### src/rtl/if_fetch_unit.sv
// Instruction-fetch front end: owns the fetch PC, runs a single-outstanding req/ack
// fetch to instruction memory and buffers returned words in a prefetch queue for decode.
module if_fetch_unit #(
  parameter int          DEPTH    = 4,
  parameter logic [31:0] RESET_PC = 32'h0000_0000
) (
  input  logic                       clk_i,
  input  logic                       rst_n,
  output logic                       imem_req_o,
  output logic [31:0]                imem_addr_o,
  input  logic                       imem_ack_i,
  input  logic [31:0]                imem_data_i,
  input  logic                       stall_i,
  input  logic                       redirect_i,
  input  logic [31:0]                redirect_pc_i,
  output logic [31:0]                instr_o,
  output logic [31:0]                pc_o,
  output logic [31:0]                pc_plus4_o,
  output logic                       valid_o,
  output logic [$clog2(DEPTH):0]     count_o
);

  localparam int PW = $clog2(DEPTH);
  localparam int CW = PW + 1;

  typedef enum logic [1:0] {IDLE, REQ, DRAIN} state_t;

  state_t          state, state_nxt;
  logic [31:0]     fetch_pc, fetch_pc_nxt;
  logic [31:0]     drain_addr;
  logic [CW-1:0]   count, count_nxt;
  logic [PW-1:0]   rd_ptr, wr_ptr;
  logic [31:0]     q_pc    [DEPTH];
  logic [31:0]     q_instr [DEPTH];
  logic            valid, push, pop, room;
  logic [31:0]     redirect_tgt;
  logic            unused_pc_lsbs;

  assign redirect_tgt   = {redirect_pc_i[31:2], 2'b00};
  assign unused_pc_lsbs = &{1'b0, redirect_pc_i[1:0]};

  assign valid = (count != '0);
  assign pop   = valid && !stall_i && !redirect_i;
  assign push  = (state == REQ) && imem_ack_i && !redirect_i;

  // Flush wins over push and pop.
  always_comb begin
    count_nxt = count;
    if (redirect_i)
      count_nxt = '0;
    else if (push && !pop)
      count_nxt = count + CW'(1);
    else if (!push && pop)
      count_nxt = count - CW'(1);
  end

  assign room = (count_nxt < CW'(DEPTH));

  always_comb begin
    state_nxt    = state;
    fetch_pc_nxt = fetch_pc;
    case (state)
      IDLE: begin
        if (redirect_i) begin
          fetch_pc_nxt = redirect_tgt;
          state_nxt    = REQ;
        end else if (room) begin
          state_nxt = REQ;
        end
      end
      REQ: begin
        if (redirect_i) begin
          fetch_pc_nxt = redirect_tgt;
          state_nxt    = imem_ack_i ? REQ : DRAIN;
        end else if (imem_ack_i) begin
          fetch_pc_nxt = fetch_pc + 32'd4;
          state_nxt    = room ? REQ : IDLE;
        end
      end
      DRAIN: begin
        // The stale request must complete before the new target can go out.
        if (redirect_i)
          fetch_pc_nxt = redirect_tgt;
        if (imem_ack_i)
          state_nxt = REQ;
      end
      default: state_nxt = IDLE;
    endcase
  end

  always_ff @(posedge clk_i or negedge rst_n) begin
    if (!rst_n) begin
      state    <= IDLE;
      fetch_pc <= RESET_PC;
      count    <= '0;
      rd_ptr   <= '0;
      wr_ptr   <= '0;
    end else begin
      state    <= state_nxt;
      fetch_pc <= fetch_pc_nxt;
      count    <= count_nxt;
      if (redirect_i) begin
        rd_ptr <= '0;
        wr_ptr <= '0;
      end else begin
        if (push) wr_ptr <= wr_ptr + PW'(1);
        if (pop)  rd_ptr <= rd_ptr + PW'(1);
      end
    end
  end

  always_ff @(posedge clk_i) begin
    if (push) begin
      q_pc[wr_ptr]    <= fetch_pc;
      q_instr[wr_ptr] <= imem_data_i;
    end
    if (state == REQ && redirect_i && !imem_ack_i)
      drain_addr <= fetch_pc;
  end

  assign imem_req_o  = (state != IDLE);
  assign imem_addr_o = (state == DRAIN) ? drain_addr : fetch_pc;
  assign valid_o     = valid;
  assign count_o     = count;
  assign instr_o     = valid ? q_instr[rd_ptr] : 32'h0;
  assign pc_o        = valid ? q_pc[rd_ptr] : 32'h0;
  assign pc_plus4_o  = valid ? (q_pc[rd_ptr] + 32'd4) : 32'h0;

endmodule

### config.mk
export PLATFORM = sky130hd
export DESIGN_NAME = if_fetch_unit
export DESIGN_NICKNAME = d
export VERILOG_FILES = /design/src/rtl/if_fetch_unit.sv
export SDC_FILE = /design/constraint.sdc
export NUM_CORES = 1
export LEC_CHECK = 0
export CAP_MARGIN = 20
export CORE_ASPECT_RATIO = 0.8
export CORE_UTILIZATION = 40
export CTS_CLUSTER_DIAMETER = 50
export CTS_CLUSTER_SIZE = 28
export DETAILED_ROUTE_END_ITERATION = 6
export PLACE_DENSITY_LB_ADDON = 0.08
export SLEW_MARGIN = 20
export SYNTH_ARGS = -nofsm -noshare
export SYNTH_HDL_FRONTEND = slang
export SYNTH_SLANG_ARGS = --single-unit
### constraint.sdc
create_clock -name clk_i -period 5.4 [get_ports clk_i]
set_clock_uncertainty 0.2 [all_clocks]
set_input_delay 1.08 -clock clk_i [delete_from_list [all_inputs] [get_ports clk_i]]
set_output_delay 1.08 -clock clk_i [all_outputs]
set_load 0.01 [all_outputs]
---- Yosys cells after proc, flatten, opt, wreduce, memory -nomap -nowiden ----
Memory sizes are Yosys's and may differ from the RTL's.
Index checks and enable logic that the tools add are counted.
W data, S select, Z words.
storage, ports and cells
  register bits after elaboration ......... 73
  memory bits (writable) .................. 256
  input bits .............................. 69
  memory bits (read-only) ................. 0
  memories kept ........................... 2
  bits in latches ......................... 0
operators by class
  reductions and logical operators ........ 22
  $lt $le $gt $ge ......................... 1
  shift operators ......................... 0
  eq/ne operators ......................... 6
  mux-type cells .......................... 25
  div/mod/pow operators ................... 0
  bitwise operators ....................... 0
  add/sub/neg operators ................... 6
  multipliers ............................. 0
memories
  name     words  bits a word  rd ports  clocked after Yosys merged registers in  wr ports  line  text
  q_instr  4      32           1         0                                        1         34    logic [31:0] q_instr [DEPTH];
  q_pc     4      32           1         0                                        1         33    logic [31:0] q_pc [DEPTH];
operator list
  kind                     count
  $mux W32                 7
  $add A32 B3 Y32 const B  2
  $pmux W32 S2             1
  $mux W2                  10
  $mux W3                  3
  $logic_and A1 B1 Y1      8
  $reduce_bool A2 Y1       4
  $ne A3 B3 Y1 const B     2
  $pmux W2 S3              1
  $reduce_and A3 Y1        2
  $logic_not A1 Y1         5
  $add A2 B1 Y2 const B    2
  $add A3 B1 Y3 const B    1
  $lt A3 B3 Y1 const B     1
  $mux W1                  3
  $reduce_bool A3 Y1       1
  $sub A3 B1 Y3 const B    1
  $eq A2 B1 Y1 const B     1
  $eq A2 B2 Y1 const B     1
  $logic_not A2 Y1         1
  $ne A2 B1 Y1 const B     1
  $ne A2 B2 Y1 const B     1
  $reduce_or A2 Y1         1

---- Depth between registers and ports, before layout ----
  depth in word-level cells ............... 13
  gate-level depth with buffers ........... 8
  depth with buffers taken out ............ 7

---- Least setup slack after synthesis ----
No wires, ideal clock.
  path kind ............................... input-to-reg
  from .................................... input redirect_i
  to ...................................... register drain_addr[10], enable pin
  path slack .............................. -0.003 ns
  arrival ................................. 4.695 ns
  stages on the path ...................... 3
  cells stage by stage .................... clkbuf_1 -> inv_1 -> nor4b_1
between the ends
  cells in the longest elaborated chain, start to end .. 2
RTL lines
  item                              line  text
  start, declared                   14    input logic redirect_i,
  $logic_and A1 B1 Y1 (2 in a row)  117   if (state == REQ && redirect_i && !imem_ack_i)
  end signal, assigned              118   drain_addr <= fetch_pc;
  end, declared                     30    logic [31:0] drain_addr;
Every way passes these cells.
A chain may end at the register's enable or synchronous reset.

---- Final worst setup path ----
  from .................................... register rd_ptr[1]
  to ...................................... output pc_plus4_o[31]
between the ends
  cells in the longest elaborated chain, start to end .. 3
RTL lines
  item                    line  text
  start, declared         32    logic [PW-1:0] rd_ptr, wr_ptr;
  start signal, assigned  107   if (pop) rd_ptr <= rd_ptr + PW'(1);
  $mem_v2 Z4 W32          -
  $add A32 B3 Y32         127   assign pc_plus4_o = valid ? (q_pc[rd_ptr] + 32'd4) : 32'h0;
  $mux W32                127
  end, declared           18    output logic [31:0] pc_plus4_o,
Every way passes these cells.

==> impl_metrics.env <==
export IMPL_clk_pin_slew_worst_paths_ps=70
export IMPL_cts_setup_buffers=0
export IMPL_cts_tree="built"
export IMPL_drv_cap=0
export IMPL_r2r_end="fetch_pc[28]$_DFFE_PN0P_"
export IMPL_max_freq_mhz=196
export IMPL_drtIter0Drc=633
export IMPL_grt_setup_unrepaired="no"
export IMPL_rows=60
export IMPL_antenna_left=0
export IMPL_cp_max_fo=20
export IMPL_cts_inserted_buffers=29
export IMPL_hold_viol=0
export IMPL_holdCritPathClass="flip-flop to flip-flop"
export IMPL_finalPower_mw=9.23
export IMPL_start_util=0.409
export IMPL_grt_pass1_wl_um=50400
export IMPL_avgSynthCellArea_sq_um=15.9
export IMPL_status="completed"
export IMPL_cts_sinks=317
export IMPL_synth_top_area_share=0.602
export IMPL_yosys_warnings=0
export IMPL_synth_flop_cell="edfxtp_1"
export IMPL_htree_levels=1
export IMPL_dieHeight_um=169
export IMPL_via_per_inst=5.36
export IMPL_first_pass_iters=6
export IMPL_syn_to_final_growth_pct=25.7
export IMPL_synth_most_common_cell="edfxtp_1"
export IMPL_whs_ps=372
export IMPL_synth_edff_count=278
export IMPL_ys_top_cells_by_count="278 x edfxtp_1, 71 x and2_1, 62 x mux4_2, 55 x nor2_1, 39 x dfrtp_1"
export IMPL_drt_total_wl_um=33000
export IMPL_arrival_ps=3810
export IMPL_path_class="flip-flop to output pin"
export IMPL_reg2reg_slack_ps=2460
export IMPL_grt_usage=0.187
export IMPL_vias=8347
export IMPL_grt_pass1_vias=8236
export IMPL_setup_tns_ps=0
export IMPL_numPortBuffers=193
export IMPL_setup_viol_count_final=0
export IMPL_r2r_start="fetch_pc[2]$_DFFE_PN0P_"
export IMPL_drc=0
export IMPL_max_slew_worst_pin_slew_ps=984
export IMPL_overflow=0
export IMPL_synthCells=870
export IMPL_antenna_found_initial=0
export IMPL_critPathCaptureType="output pin"
export IMPL_crit_required_ps=4120
export IMPL_ys_types=53
export IMPL_ys_seq_elements=317
export IMPL_final_layout_size_suffix_gt1_frac=0.173
export IMPL_gp_congestion=0.754
export IMPL_yosysTopAreaCell="edfxtp_1"
export IMPL_grt_max_degree=58
export IMPL_crit_path_start_kind="flip-flop"
export IMPL_relSlewSlack=0.344
export IMPL_yosys_top_cells_area="edfxtp_1 60%, mux4_2 10%, dfrtp_1 7.0%"
export IMPL_synthArstFlopShare=0.123
export IMPL_ys_seq_area_frac=0.673
export IMPL_min_to="wr_ptr[1]$_DFFE_PN0P_"
export IMPL_min_period_ps=5090
export IMPL_netlist_area_sq_mm=0.0139
export IMPL_place_hpwl_um=21300
export IMPL_antennaDiodeCount=0
export IMPL_wire_per_inst_um=21.2
export IMPL_fill_cells=2835
export IMPL_power_density_mw_per_mm2=529
export IMPL_cts_root_buf="clkbuf_16"
export IMPL_leakage_nw=5.73
export IMPL_r2r_cells=6
export IMPL_io_pins=202
export IMPL_worstHoldStart="wr_ptr[1]$_DFFE_PN0P_"
export IMPL_max_clock_path_buffers=3
export IMPL_ctsHoldBuffers=0
export IMPL_peakVddDrop_v=0.000285
export IMPL_fp_coreArea_sq_mm=0.0339
export IMPL_cts_resized=0
export IMPL_finalCritPeriodShare=0.943
export IMPL_clk_latency_ps=590
export IMPL_die_area_sq_mm=0.0354
export IMPL_whs_path_depth=1
export IMPL_fin_nets=1146
export IMPL_die_w_um=210
export IMPL_drv_slew=0
-- worst max-delay path by stage --
stage | start | end | slack [ps] | depth (start not counted)
2_1_floorplan | redirect_i | q_instr[0][0]$_DFFE_PP_ | 1430 | 5
3_3_place_gp | rd_ptr[0]$_DFFE_PN0P_ | pc_plus4_o[31] | 790 | 7
3_5_place_dp | rd_ptr[0]$_DFFE_PN0P_ | pc_plus4_o[31] | 750 | 7
4_1_cts | rd_ptr[0]$_DFFE_PN0P_ | pc_plus4_o[31] | 110 | 7
5_1_grt | rd_ptr[1]$_DFFE_PN0P_ | pc_plus4_o[31] | 90 | 7
6_report | rd_ptr[1]$_DFFE_PN0P_ | pc_plus4_o[31] | 310 | 7
-- layout by cell type (no fill, tap or decap), drive strengths merged, types with 10 or more instances in the layout --
master,Yosys,final
nor2,56,56
and2,71,71
nand3,26,26
nand2,30,30
dfrtp,39,39
xnor2,11,11
inv,12,23
nand4,17,17
o22a,12,12
mux4,62,62
mux2,42,42
buf,22,25
clkbuf,33,31
a21oi,38,38
edfxtp,278,278
nor3,12,12
clkdlybuf4s50,0,192
clkinv,0,10
o21ai,26,26
-- power by group --
group | switching, mW | internal [mW] | total, mW | leakage, nW
Combinational | 1.64 | 1.81 | 3.45 | 2.26
Clock | 1.08 | 1.09 | 2.16 | 0.496
Sequential | 0.482 | 3.13 | 3.61 | 2.97
-- state kept, by name, summed over array words and instances (netlist names) --
signal and cells:
wr_ptr 2, fetch_pc 30, state 2, q_instr 128, drain_addr 30, rd_ptr 2, count_o 3, q_pc 120
-- worst max-delay path, stage by stage (launching register included) --
cell	delay, ps
dfrtp_2	710
buf_12	250
mux4_2	300
nand4_4	170
nor4_4	650
nand4_1	250
mux2_1	380
clkdlybuf4s50_1	490
-- area by class of cell --
class,instances,area (sq um),area share
sequential,317,9330,0.535
multi-input combinational,491,4260,0.245
timing repair buffer,217,2180,0.125
clock buffer,31,743,0.0426
tap,465,582,0.0334
clock inverter,23,284,0.0163
inverter,12,45.0,0.00258
-- logic make-up (layout without fill, tap and decap cells) --
group | Yosys count | in the layout | share of synthesized area
simple gates | 244 | 244 | 0.0996
compound gates | 112 | 112 | 0.0503
xor+xnor | 15 | 15 | 0.00948
other cells | 1 | 6 | 0.000270
fa+ha+maj | 9 | 9 | 0.00812
flops | 317 | 317 | 0.673
mux | 105 | 105 | 0.136
buf+inv | 67 | 283 | 0.0241
-- metrics by stage --
stage	setup WS (ps)	util	instance area (sq um)	std cells
after floorplan	1430	-	13900	875
after global routing	93.6	0.515	17400	1556
final	307	0.515	17400	1556
after CTS	109	0.514	17400	1555
after global placement	786	0.484	16400	1501
after detailed placement	754	0.484	16400	1501
-- per-layer routing --
| layer | part of all wire | vias up | routed length (um) | GRT usage |
|---|---|---|---|---|
| li1 | - | 3798 | - | - |
| met1 | 0.49 | 4298 | 16200 | 0.288 |
| met2 | 0.45 | 217 | 14700 | 0.280 |
| met3 | 0.049 | 34 | 1620 | 0.0312 |
| met4 | 0.015 | 0 | 492 | 0.0352 |
| met5 | 0 | - | 0 | 0 |
Power figures use the tool's default switching activity.
==> RTL change, RTL diff (same flow settings) <==
Set the parameter `DEPTH` to 2 (it was 4).
--- a/src/rtl/if_fetch_unit.sv
+++ b/src/rtl/if_fetch_unit.sv
@@ -1,7 +1,7 @@
 // Instruction-fetch front end: owns the fetch PC, runs a single-outstanding req/ack
 // fetch to instruction memory and buffers returned words in a prefetch queue for decode.
 module if_fetch_unit #(
-  parameter int          DEPTH    = 4,
+  parameter int          DEPTH    = 2,
   parameter logic [31:0] RESET_PC = 32'h0000_0000
 ) (
   input  logic                       clk_i,
Interface: changed (resized count_o); port bits go from 202 to 201. No check against the original RTL was run, so the function may have changed too.
==> RTL change against the original RTL <==
  * Design area fell by 31%
  * Synthesized area fell by 33%
  * Non-clock buffer count fell by 11
  * Power fell by 29%
  * Largest cell class unchanged
  * Routed wire length fell by 29%
  * Die area fell by 33%
  * Sequential cell count fell by 127
  * Setup slack improved by 0.20 ns
==> RTL change: results (changes against the original RTL) <==
run status completed; Post-DP HPWL 16600 um (-22%); path depth of the worst reg2reg path 4 (-2); Post-Synth XOR/XNOR Area 0.0161 (+0.00659); Max VDD drop 0.296 mV (+4.0%); total track usage 0.199 (+0.0125); Worst Setup EP pc_plus4_o[30]; Hold Crit Start fetch_pc[31]; worst-path fanout max 46 (+130%); Hold Path Sink q_pc[1][31]; worst reg2reg endpoint q_pc[1][2]; CP max stage delay 0.85 ns (+0.14 ns); wire length per cell 18.5 um (-12%); Synth async-reset ratio 0.189 (+0.0664); layout cells sized above 1 0.113 (-0.0601); clock network power share 0.187 (-0.047); antenna cells 0 (unchanged); routability cong. 0.841 (+12%); Bufs on Longest Clock Path 2 (-1); leakage 4.01 nW (-30%); dpl cells 1229 (-18%); adder-cell share of the synthesized area 0.00513 (-0.00299); Skew-Pair Late Insertion Delay 0.43 ns (-0.16 ns); Psw 2.43 mW (-24%); Post-DP Area 11500 sq um (-30%); Via density 5.34 (-0.38%); Combinational Power Share 0.443 (+0.069); Final #Nets 1014 (-12%); Compound-Gate Fraction of Synth Area 0.0937 (+0.0434); Port Buf Inserts 192 (-0.52%); critical path's slowest cell dfrtp_4; max_slew headroom 0.300 (-0.0439); family with the most delay on the worst path flip-flops; Placement Setup Slack 0.899 ns (+0.145 ns); multiplexer share of the synthesized area 0.105 (-0.0306); Arr. time, crit path 3.62 ns (-0.19 ns); reg2reg setup slack 2.52 ns (+0.06 ns); Largest regs q_instr (64), q_pc (60); Worst Setup SP rd_ptr; drt pass-1 iters 5 (-1); vias 6739 (-19%); WHS 0.397 ns (+0.0258 ns); Cell variety after synth 67 (+26%); Mapped Avg Cell Area 12.2 sq um (-24%); TritonCTS buffer count 17 (-41%); EDFF count, synth 154 (-45%); Iter 0 DRT Violations 416 (-34%); Worst Hold Depth 0 (-1); Final period util 0.907 (-0.0362); H-Tree Depth 4 (+3); maximum number of pins on one net before global-route repair 66 (+14%); first-pass GRT wire length 36000 um (-29%); Area contributors post-synth edfxtp_1 (50%), dfrtp_1 (9.7%), mux2i_1 (6.5%); vias in the first global route 6399 (-22%); Post-synth top cells edfxtp_1 (154), nor2_1 (97), mux2i_1 (60)
## RTL change: cell types whose count changed after synthesis, moves of 8 or more
cell,before,now
and2_1,71,9
mux2_1,14,1
nor2_1,55,97
o21ai_0,26,39
clkbuf_1,33,25
edfxtp_1,278,154
mux4_2,62,0
nand2_1,30,40
o22a_1,12,3
mux2i_1,1,60
## RTL change: layer usage
layer / up-vias / track usage / wire [um]
li1: 3220 / - / -
met2: 219 / 0.299 / 10400
met4: 0 / 0.0405 / 180
met3: 11 / 0.0386 / 1260
met5: - / 0 / 0
met1: 3289 / 0.299 / 11500
## RTL change: area by class of cell
cell class	instances	area, sq um	area share
tap	306	383	0.0318
inverter	12	45.0	0.00374
multi-input combinational	515	3490	0.290
clock buffer	17	425	0.0353
sequential	190	5530	0.459
timing repair buffer	206	2030	0.168
clock inverter	15	151	0.0126
## RTL change: worst register-to-register path, cell delays in order (launching register included)
cell and delay (ns):
dfrtp_1 0.57, nand3b_1 0.35, nor2_1 0.24, and2_2 0.77, buf_4 0.42
